**src/rtl/sp_ram_req_master.sv**
```systemverilog
// Request/response adapter for a single-port SRAM: requests pass straight through, read data returns 2 cycles after accept.
// Read credits cap in-flight reads at RESP_DEPTH, so a stalled response port stops reads without ever dropping SRAM data.
module sp_ram_req_master #(
  parameter int ADDR_WIDTH = 13,
  parameter int DATA_WIDTH = 32,
  parameter int RESP_DEPTH = 2
) (
  input  logic                    clk,
  input  logic                    rstn_i,
  input  logic                    req_valid_i,
  output logic                    req_ready_o,
  input  logic                    req_we_i,
  input  logic [ADDR_WIDTH-1:0]   req_addr_i,
  input  logic [DATA_WIDTH-1:0]   req_wdata_i,
  input  logic [DATA_WIDTH/8-1:0] req_be_i,
  output logic                    resp_valid_o,
  input  logic                    resp_ready_i,
  output logic [DATA_WIDTH-1:0]   resp_rdata_o,
  output logic                    ram_en_o,
  output logic                    ram_we_o,
  output logic [ADDR_WIDTH-1:0]   ram_addr_o,
  output logic [DATA_WIDTH-1:0]   ram_wdata_o,
  output logic [DATA_WIDTH/8-1:0] ram_be_o,
  input  logic [DATA_WIDTH-1:0]   ram_rdata_i,
  output logic                    idle_o
);

  localparam int CW = $clog2(RESP_DEPTH + 1);
  localparam int PW = $clog2(RESP_DEPTH);

  logic [CW-1:0]         r_occ;
  logic                  r_pend;
  logic [PW-1:0]         r_wptr;
  logic [PW-1:0]         r_rptr;
  logic [DATA_WIDTH-1:0] r_mem [RESP_DEPTH];

  logic                  w_pop;
  logic                  w_fire;
  logic                  w_rd_fire;
  logic [CW:0]           w_inflight;
  logic [PW-1:0]         w_wptr_nxt;
  logic [PW-1:0]         w_rptr_nxt;

  assign resp_valid_o = (r_occ != '0);
  assign w_pop        = resp_valid_o & resp_ready_i;

  // A pop this cycle frees its slot before the next read's data can land.
  assign w_inflight   = {1'b0, r_occ} + {{CW{1'b0}}, r_pend} - {{CW{1'b0}}, w_pop};
  assign req_ready_o  = (w_inflight < (CW+1)'(RESP_DEPTH));

  assign w_fire       = req_valid_i & req_ready_o;
  assign w_rd_fire    = w_fire & ~req_we_i;

  assign ram_en_o     = w_fire;
  assign ram_we_o     = w_fire & req_we_i;
  assign ram_addr_o   = req_addr_i;
  assign ram_wdata_o  = req_wdata_i;
  assign ram_be_o     = (req_valid_i & req_we_i) ? req_be_i : '0;

  assign w_wptr_nxt   = (r_wptr == PW'(RESP_DEPTH - 1)) ? '0 : r_wptr + PW'(1);
  assign w_rptr_nxt   = (r_rptr == PW'(RESP_DEPTH - 1)) ? '0 : r_rptr + PW'(1);

  assign resp_rdata_o = resp_valid_o ? r_mem[r_rptr] : '0;
  assign idle_o       = (r_occ == '0) & ~r_pend;

  always_ff @(posedge clk or negedge rstn_i) begin
    if (!rstn_i) begin
      r_occ  <= '0;
      r_pend <= 1'b0;
      r_wptr <= '0;
      r_rptr <= '0;
    end else begin
      r_pend <= w_rd_fire;
      r_occ  <= r_occ + CW'(r_pend) - CW'(w_pop);
      if (r_pend) r_wptr <= w_wptr_nxt;
      if (w_pop)  r_rptr <= w_rptr_nxt;
    end
  end

  // Storage needs no reset: an entry is only visible once counted in r_occ.
  always_ff @(posedge clk) begin
    if (r_pend) r_mem[r_wptr] <= ram_rdata_i;
  end

endmodule
```
**config.mk**
```make
export PLATFORM = sky130hd
export DESIGN_NAME = sp_ram_req_master
export DESIGN_NICKNAME = d
export VERILOG_FILES = /design/src/rtl/sp_ram_req_master.sv
export SDC_FILE = /design/constraint.sdc
export NUM_CORES = 1
export LEC_CHECK = 0
export BUFFER_PORTS_ARGS = -buffer_cell sky130_fd_sc_hd__buf_2
export CAP_MARGIN = 20
export CORE_ASPECT_RATIO = 1.2
export CORE_MARGIN = 1.5
export CORE_UTILIZATION = 44
export CTS_BUF_LIST = sky130_fd_sc_hd__clkbuf_4 sky130_fd_sc_hd__clkbuf_8 sky130_fd_sc_hd__clkbuf_16
export DETAILED_ROUTE_END_ITERATION = 12
export GPL_TIMING_DRIVEN = 0
export PLACE_DENSITY = 0.81
export SLEW_MARGIN = 10
export SYNTH_ARGS = -nofsm -noshare
export SYNTH_HDL_FRONTEND = slang
export SYNTH_SLANG_ARGS = --single-unit
```
**constraint.sdc**
```tcl
create_clock -name clk -period 2.95 [get_ports clk]
set_input_delay 0.4425 -clock clk [delete_from_list [all_inputs] [get_ports clk]]
set_output_delay 0.4425 -clock clk [all_outputs]
set_load 0.02 [all_outputs]
```
==> flow_metrics.env, run 1 <==
export IMPL_status="completed"
export IMPL_skew_ps=5.03
export IMPL_clockRootBuffer="clkbuf_8"
export IMPL_p_switching_mw=1.39
export IMPL_yosys_cell_types_count=20
export IMPL_cts_buffers=9
export IMPL_fin_crit_sh_pct=95.8
export IMPL_ys_flop_type="edfxtp_1"
export IMPL_route_vias_total=2017
export IMPL_area_growth_pct=31.1
export IMPL_swShare_pct=39.1
export IMPL_viasPerCell=4.58
export IMPL_start_util_pct=45.2
export IMPL_yosysMostFrequentCell="edfxtp_1"
export IMPL_ir_drop_uv=556
export IMPL_worstHoldPathType="in -> reg"
export IMPL_seqPwrFrac_pct=36.7
export IMPL_fmax_mhz=354
export IMPL_syn_area_sq_mm=0.00306
export IMPL_drive_gt1_share_pct=56.1
export IMPL_antenna_found_initial=0
export IMPL_required_ps=2510
export IMPL_yosysSeqAreaShare_pct=66.9
export IMPL_clkLatencyLatePin_ps=330
export IMPL_die_x_um=79.1
export IMPL_grt_use_total_pct=16.3
export IMPL_leakage_nw=1.86
export IMPL_clk_pin_slew_ps=60
export IMPL_grt_overflow=0
export IMPL_finish_utilization_pct=59.2
export IMPL_synth_largest_area_cell="edfxtp_1"
export IMPL_start_kind="flop"
export IMPL_post_dp_hpwl_mm=4.59
export IMPL_ant_nets=0
export IMPL_slowest_delay_ps=430
export IMPL_synth_top_cells_by_count="edfxtp_1 (64), buf_4 (46), nor2_1 (35), mux2i_1 (32), inv_1 (6)"
export IMPL_cap_viol_max_count=0
export IMPL_clock_sinks=69
export IMPL_crit_start="r_occ[1]"
export IMPL_synthCells=211
export IMPL_die_h_um=94.4
export IMPL_worstMarginPinSlew_ps=810
export IMPL_fp_dieArea_sq_mm=0.00747
export IMPL_critPathSlowestCell="dfrtp_2"
export IMPL_crit_path_end="ram_en_o"
export IMPL_fin_crit_ps=2830
export IMPL_io_pins=172
export IMPL_gp_congestion=0.718
export IMPL_first_global_vias=1911
export IMPL_reg2reg_from="r_occ[1]"
export IMPL_ys_ff_latch=69
export IMPL_avgSynthCellArea_sq_um=14.5
export IMPL_critPathKind="reg -> out"
export IMPL_power_density_mw_per_mm2=888
export IMPL_final_nets=440
export IMPL_grt_pass1_wl_mm=8.74
export IMPL_crit_fanout=4
export IMPL_drcViolationCount=0
export IMPL_syn_num_nets=300
export IMPL_finalHoldViolCount=0
export IMPL_maxSlewViolCount=0
export IMPL_path_cells="o21ai_2 -> inv_1 -> ha_1 -> inv_1 -> ha_1 -> fa_2 -> xnor2_2 -> nor3b_1 -> buf_2"
export IMPL_setup_viol=0
export IMPL_cts_htree_levels=3
export IMPL_combPwrFrac_pct=47.0
export IMPL_crit_buf_inv=3
export IMPL_r2r_cells=8
export IMPL_core_area_sq_mm=0.00677
export IMPL_whs_ps=297
export IMPL_arrival_ps=2380
export IMPL_intPower_mw=2.17
export IMPL_drt_wl_total_mm=6.11
export IMPL_cts_tree="done"
export IMPL_synth_top_area_share_pct=62.8
export IMPL_rows=33
export IMPL_r2r_setup_slack_ps=960
export IMPL_synth_edff_count=64
export IMPL_clock_path_buffers=2
export IMPL_cp_depth=9
export IMPL_grt_max_degree=33
export IMPL_first_pass_iters=4
export IMPL_reg2reg_to="r_pend"
export IMPL_slew_headroom_pct=46.0
export IMPL_pwr_share_clk_pct=16.3
export IMPL_crit_family="adder cells"
export IMPL_drtIter0Drc=67
export IMPL_yosysWarnings=0
export IMPL_routedWlPerCell_um=13.9
export IMPL_diodes=0
export IMPL_async_reset_ff_share_pct=7.25
export IMPL_synth_area_leaders="edfxtp_1 (63%), buf_4 (11%), mux2i_1 (10%), nor2_1 (4.3%), dfrtp_1 (4.1%)"
export IMPL_rsz0062_at_grt="false"
export IMPL_portBuffers=126
export IMPL_worstSetupEndpointType="output port"
==> cell families (layout without fill, tap and decap cells) <==
group / count (synthesis) / after routing / synth area share, %
buffers and inverters: 58 / 200 / 13.6
muxes: 32 / 32 / 10.5
AOI/OAI and AO/OA: 1 / 1 / 0.163
and+or+nand+nor: 45 / 45 / 6.54
adders and majority gates: 3 / 3 / 1.47
DFF: 69 / 69 / 66.9
xor gates and xnor gates: 3 / 3 / 0.859
==> layout by cell type, fill, tap and decap left out <==
| master | instances |
|---|---|
| nor3_1 | 1 |
| clkinv_1 | 3 |
| xor2_1 | 1 |
| nor2_4 | 1 |
| nor4b_2 | 1 |
| nand2_1 | 1 |
| clkinvlp_4 | 1 |
| nor2_1 | 34 |
| dlygate4sd3_1 | 1 |
| dfrtp_2 | 1 |
| fa_2 | 1 |
| and3_1 | 4 |
| buf_6 | 3 |
| clkbuf_8 | 9 |
| and2_2 | 1 |
| buf_4 | 47 |
| buf_16 | 1 |
| xnor2_2 | 1 |
| edfxtp_1 | 64 |
| o21ai_2 | 1 |
| nor2_2 | 1 |
| dfrtp_1 | 4 |
| xnor2_1 | 1 |
| ha_1 | 2 |
| buf_2 | 129 |
| nor3b_1 | 1 |
| mux2i_1 | 32 |
| inv_1 | 6 |
==> metal layers <==
layer  track usage [%]  share of wire (%)  up-vias
li1                  -                  -      968
met1              16.2                 34      926
met2              29.0                 53      113
met3              7.44                 11       10
met4              7.16                1.7        0
met5                 0                  0        -
==> sequential cells by signal, indices dropped and copies added, names as in the netlist <==
| register | cells |
|---|---|
| r_pend | 1 |
| r_mem | 64 |
| r_wptr | 1 |
| r_rptr | 1 |
| r_occ | 2 |
==> stage by stage <==
| step | TNS (ps) | total power, mW | setup slack [ps] | cells | cell area (sq um) |
|---|---|---|---|---|---|
| 2_1_floorplan | 0 | 2.46 | 225 | 211 | 3060 |
| 3_3_place_gp | -1010 | 2.93 | -32.7 | 424 | 3800 |
| 3_5_place_dp | 0 | 2.98 | 281 | 425 | 3840 |
| 4_1_cts | 0 | 3.59 | 16.8 | 439 | 4000 |
| 5_1_grt | 0 | 3.78 | 2.19 | 440 | 4010 |
| 6_report | 0 | 3.56 | 124 | 440 | 4010 |
==> area by class of cell <==
cell class | instances | area, sq um
plain buffers | 52 | 394
fillers | 550 | 2760
well taps | 87 | 109
clock inverters | 4 | 18.8
flip-flops and latches | 69 | 2050
inverters | 6 | 22.5
clock buffers | 9 | 124
repair buffers | 129 | 676
multi-input cells | 84 | 619
==> power by group through the flow <==
stage,logic (mW),registers [mW],clock network [mW]
2_1_floorplan,1.14,1.31,0
3_3_place_gp,1.61,1.32,0
3_5_place_dp,1.66,1.33,0
4_1_cts,1.68,1.31,0.602
5_1_grt,1.82,1.32,0.638
6_report,1.68,1.31,0.579
==> repair_timing <==
item,4_1_cts,5_1_grt
buffers inserted,0,1
setup endpoints to repair,3,3
resized for setup,3,2
hold endpoints to repair,5,0
gates cloned,0,0
hold buffers,1,0
==> how the worst min path moves through the flow <==
stage,start,slack (ps),cells after the start,to
after floorplan,rstn_i,150,0,r_occ[0]
after global placement,rstn_i,260,1,r_pend
after detailed placement,rstn_i,270,1,r_pend
after CTS,ram_rdata_i[12],280,1,r_mem[1][12]
after global routing,ram_rdata_i[12],280,1,r_mem[0][12]
final,ram_rdata_i[12],300,1,r_mem[1][12]
Power figures use the tool's default switching activity.
==> inputs of run 2 (changes only) <==
- HOLD_SLACK_MARGIN: default -> 0.03
- PLACE_DENSITY: 0.81 -> default
- PLACE_DENSITY_LB_ADDON: default -> 0.1
==> run 2 against run 1 <==
  * Sequential share of layout area fell by 1.1 points
  * Largest power group unchanged
  * Power rose by 7.0%
  * Maximum frequency rose by 1.0%
  * Sequential power barely moved
  * Critical path depth did not move
  * Combinational power barely moved
  * Clock skew rose by 5.0 ps
  * Core utilization rose by 1.3 points
  * Hold slack got worse by 8.2 ps
==> flow_metrics.env, run 2 (synthesized netlist as in run 1, its figures left out) <==
export IMPL_rsz0062_at_grt="false"
export IMPL_whs_path_depth=1
export IMPL_die_h_um=94.4
export IMPL_wl_met2_mm=3.32
export IMPL_finish_utilization_pct=60.6
export IMPL_reg2reg_to="r_pend"
export IMPL_post_dp_hpwl_mm=4.65
export IMPL_reg_largest_list="r_mem (64), r_occ (2)"
export IMPL_clock_path_buffers=2
export IMPL_skew_ps=10.1
export IMPL_r2r_cells=7
export IMPL_worstHoldStart="ram_rdata_i[15]"
export IMPL_clk_pin_slew_ps=70
export IMPL_diodes=0
export IMPL_first_pass_iters=4
export IMPL_cts_tree="done"
export IMPL_worstHoldEndpoint="r_mem[1][15]"
export IMPL_critPathKind="reg -> out"
export IMPL_setup_viol=0
export IMPL_viasPerCell=4.55
export IMPL_gp_congestion=0.741
export IMPL_final_nets=441
export IMPL_cts_htree_levels=3
export IMPL_fin_crit_sh_pct=94.8
export IMPL_antenna_found_initial=0
export IMPL_die_x_um=79.1
export IMPL_slew_headroom_pct=49.6
export IMPL_clock_sinks=69
export IMPL_topRoutingLayerUsed="met4"
export IMPL_start_util_pct=45.2
export IMPL_wl_met1_mm=2.21
export IMPL_drt_wl_total_mm=6.14
export IMPL_drtIter0Drc=54
export IMPL_routedWlPerCell_um=13.8
export IMPL_status="completed"
export IMPL_maxSlewViolCount=0
export IMPL_final_cell_mix="buf_2 (129), edfxtp_1 (64), buf_4 (48), nor2_1 (34), mux2i_1 (32)"
export IMPL_wl_met3_um=460
export IMPL_grt_max_degree=33
export IMPL_fillers=579
export IMPL_pre_cts_ws_ps=297
export IMPL_route_vias_total=2020
export IMPL_grt_overflow=0
export IMPL_cap_viol_max_count=0
export IMPL_drive_gt1_share_pct=57.4
export IMPL_ant_nets=0
export IMPL_first_global_vias=1890
export IMPL_drcViolationCount=0
export IMPL_timing_final_ws_setup_ps=153
export IMPL_cts_buffers=9
export IMPL_clockRootBuffer="clkbuf_8"
export IMPL_mostFrequentLayoutCell="buf_2"
export IMPL_grt_use_total_pct=16.7
export IMPL_core_area_sq_mm=0.00677
export IMPL_portBuffers=126
export IMPL_top_register="r_mem"
export IMPL_ir_drop_uv=467
export IMPL_finalHoldViolCount=0
export IMPL_reg2reg_from="r_occ[1]"
export IMPL_grt_pass1_wl_mm=8.93
export IMPL_fmax_mhz=357
export IMPL_rows=33
export IMPL_crit_fanout=4
export IMPL_fp_dieArea_sq_mm=0.00747
export IMPL_arrival_ps=2350
export IMPL_r2r_setup_slack_ps=990
export IMPL_largest_reg_flops=64
export IMPL_worstMarginPinSlew_ps=756
export IMPL_fin_crit_ps=2800
export IMPL_start_kind="flop"
export IMPL_leakage_nw=1.91
export IMPL_clkLatencyLatePin_ps=340
export IMPL_worstSetupEndpointType="output port"
export IMPL_io_pins=172
export IMPL_area_growth_pct=34.0
export IMPL_required_ps=2510
export IMPL_power_density_mw_per_mm2=930
export IMPL_worstHoldPathType="in -> reg"
run 2: worst max path at each step:
stage                        start           end  cells past startpoint
after global routing      r_occ[1]      ram_en_o                      9
after detailed placement  r_occ[1]      ram_en_o                      9
after global placement      r_pend  r_mem[0][12]                      2
after CTS                 r_occ[1]      ram_en_o                      9
after floorplan           r_occ[1]      ram_en_o                      8
final                     r_occ[1]      ram_en_o                      9
run 2: per-layer routing:
metal / vias up / global-route usage [%]
met5: - / 0
met4: 0 / 9.06
met3: 12 / 4.93
met2: 99 / 30.3
met1: 934 / 17.0
li1: 975 / -
run 2: layout make-up:
type                       instances  area (sq um)  share of cell area (%)
multi-input combinational         84           619                    15.1
buffer                            52           394                    9.61
sequential                        69          2050                    50.0
clock buffer                      11           139                    3.39
tap                               87           109                    2.65
clock inverter                     5          85.1                    2.08
timing repair buffer             130           683                    16.7
inverter                           6          22.5                   0.549
run 2: timing repair:
item                                    CTS  global route
cloned                                    0             0
endpoints found under the setup margin    3             2
hold endpoints to repair                  5             0
buffers inserted                          0             2
resized for setup                         3             2
hold buffers                              1             0
run 2: worst max-delay path: stages (launching register included):
cell     delay, ps
dfrtp_2        430
o21ai_2        170
inv_1           60
ha_1           260
inv_1           40
ha_1           190
fa_2           350
xnor2_2        170
nor3b_1        170
buf_2          190
run 2: power breakdown:
group,internal (mW),switching [mW]
Clock,0.498,0.338
Combinational,0.647,1.03
Sequential,1.25,0.0564
Total,2.39,1.42
run 2: through the flow:
step	area, sq um	setup TNS [ps]	total power [mW]	cells	hold WS, ps
2_1_floorplan	3060	0	2.46	211	147
3_3_place_gp	3800	-3560	2.95	424	269
3_5_place_dp	3840	0	2.98	425	269
4_1_cts	4080	0	3.84	442	270
5_1_grt	4100	0	4.03	444	265
6_report	4100	0	3.81	444	289
==> inputs of run 3 (changes only) <==
- RECOVER_POWER: default -> 100
==> run 3 against run 2 <==
  * The flow now finishes with violations (capacitance limit, slew limit)
  * First-iteration DRC count fell by 13%
  * Final area fell by 4.1%
  * Cell count did not move
==> flow_metrics.env, run 3 (synthesized netlist as in run 1, its figures left out) <==
export IMPL_finalHoldViolCount=0
export IMPL_first_pass_iters=4
export IMPL_intPower_mw=2.27
export IMPL_design_area_sq_mm=0.00393
export IMPL_core_area_sq_mm=0.00677
export IMPL_clock_path_buffers=2
export IMPL_viasPerCell=4.54
export IMPL_critPathKind="reg -> out"
export IMPL_ant_nets=0
export IMPL_combPwrFrac_pct=41.9
export IMPL_ir_drop_uv=458
export IMPL_seqPwrFrac_pct=35.4
export IMPL_reg_largest_list="r_mem (64), r_occ (2)"
export IMPL_path_cells="o21ai_2 -> inv_1 -> ha_1 -> inv_1 -> ha_1 -> fa_2 -> xnor2_1 -> nor3b_1 -> buf_2"
export IMPL_violations="capacitance limit, slew limit"
export IMPL_grt_overflow=0
export IMPL_timing_final_ws_setup_ps=124
export IMPL_setup_tns_ps=0
export IMPL_clk_pin_slew_ps=70
export IMPL_finish_utilization_pct=58.1
export IMPL_setup_viol=0
export IMPL_topRoutingLayerUsed="met4"
export IMPL_critPathSlowestCell="dfrtp_2"
export IMPL_portBuffers=126
export IMPL_crit_start="r_occ[1]"
export IMPL_drtIter0Drc=47
export IMPL_worstHoldStart="ram_rdata_i[12]"
export IMPL_die_x_um=79.1
export IMPL_pre_cts_ws_ps=297
export IMPL_worstHoldPathType="in -> reg"
export IMPL_first_global_vias=1890
export IMPL_io_pins=172
export IMPL_mostFrequentLayoutCell="clkbuf_1"
export IMPL_cts_tree="done"
export IMPL_wl_met3_um=486
export IMPL_fillers=632
export IMPL_reg2reg_from="r_pend"
export IMPL_largest_reg_flops=64
export IMPL_rows=33
export IMPL_fin_crit_sh_pct=95.8
export IMPL_swShare_pct=38.3
export IMPL_grt_pass1_wl_mm=8.93
export IMPL_status="complete, but fails checks"
export IMPL_final_nets=441
export IMPL_rsz0062_at_grt="false"
export IMPL_crit_buf_inv=3
export IMPL_fmax_mhz=354
export IMPL_post_dp_hpwl_mm=4.65
export IMPL_gp_congestion=0.741
export IMPL_drcViolationCount=0
export IMPL_drive_gt1_share_pct=30.0
export IMPL_grt_max_degree=33
export IMPL_diodes=0
export IMPL_clockRootBuffer="clkbuf_8"
export IMPL_cts_htree_levels=3
export IMPL_cts_buffers=9
export IMPL_skew_ps=10.3
export IMPL_maxSlewViolCount=33
export IMPL_p_switching_mw=1.41
export IMPL_routedWlPerCell_um=14.0
export IMPL_wl_met2_mm=3.32
export IMPL_area_growth_pct=28.5
export IMPL_multiInputGateArea_sq_um=601
export IMPL_clock_sinks=69
export IMPL_place_area_sq_mm=0.00384
export IMPL_antenna_found_initial=0
export IMPL_power_density_mw_per_mm2=937
export IMPL_grt_use_total_pct=16.7
export IMPL_slew_headroom_pct=-39.4
export IMPL_final_cell_mix="clkbuf_1 (94), edfxtp_1 (64), buf_4 (47), nor2_1 (36), buf_2 (36)"
export IMPL_arrival_ps=2380
export IMPL_clkLatencyLatePin_ps=340
export IMPL_pwr_share_clk_pct=22.6
export IMPL_regArea_sq_mm=0.00205
export IMPL_leakage_nw=1.61
export IMPL_route_vias_total=2015
export IMPL_crit_family="adder cells"
export IMPL_crit_fanout=4
export IMPL_drt_wl_total_mm=6.23
export IMPL_top_register="r_mem"
export IMPL_worstMarginPinSlew_ps=2090
export IMPL_worstSetupEndpointType="output port"
export IMPL_cap_viol_max_count=1
export IMPL_fp_dieArea_sq_mm=0.00747
export IMPL_die_h_um=94.4
export IMPL_slowest_delay_ps=430
export IMPL_fin_crit_ps=2830
export IMPL_wl_met1_mm=2.26
export IMPL_required_ps=2510
export IMPL_whs_ps=292
export IMPL_start_util_pct=45.2
export IMPL_start_kind="flop"
## run 3: cell types whose count changed in the layout (fill, tap and decap cells not counted), sizes merged
cell / previous run / this run
clkbuf: 11 / 107
buf: 181 / 85
## run 3: worst register-to-register path, cell delays in order, from the launching register on
cell	delay [ps]
dfrtp_1	420
inv_1	80
nor2_1	1020
clkbuf_2	570
## run 3: layout make-up
type,count,area share (%)
Sequential cell,69,52.1
Multi-Input combinational cell,84,15.3
Timing Repair Buffer,130,14.0
Buffer,52,9.64
Clock buffer,11,3.53
Tap cell,87,2.77
Clock inverter,5,2.16
Inverter,6,0.573
## run 3: per-stage QoR
step,instances,power [mW]
2_1_floorplan,211,2.46
3_3_place_gp,424,2.95
3_5_place_dp,425,2.98
4_1_cts,442,3.84
5_1_grt,444,3.91
6_report,444,3.69
## run 3: worst paths after layout
| kind | end | cells after the start | slack, ps |
|---|---|---|---|
| worst max-delay path | ram_en_o | 9 | 120 |
| worst min register to register | r_wptr | 1 | 480 |
| worst min-delay path | r_mem[0][12] | 1 | 290 |
| min in group asynchronous | r_occ[0] | 2 | 500 |
| max in group asynchronous | r_occ[1] | 2 | 2210 |
| worst max register to register | r_mem[0][17] | 3 | 510 |
## run 3: power groups by stage
stage               registers [mW]  logic, mW  clock network [mW]
global route                  1.32       1.69               0.891
global placement              1.32       1.62                   0
CTS                           1.31       1.68               0.855
detailed placement            1.33       1.65                   0
finish                        1.31       1.55               0.834
floorplan                     1.31       1.14                   0
## run 3: metal layers
layer | up-vias | track usage (%)
met5 | - | 0
met4 | 0 | 9.06
met3 | 12 | 4.93
met2 | 97 | 30.3
met1 | 931 | 17.0
li1 | 975 | -
## run 3: timing repair
item | in CTS | in global routing
cloned | 0 | 0
endpoints found under the hold margin | 5 | 0
gates resized for setup | 3 | 2
setup buffers | 0 | 2
setup endpoints to repair | 3 | 2
hold buffers | 1 | 0
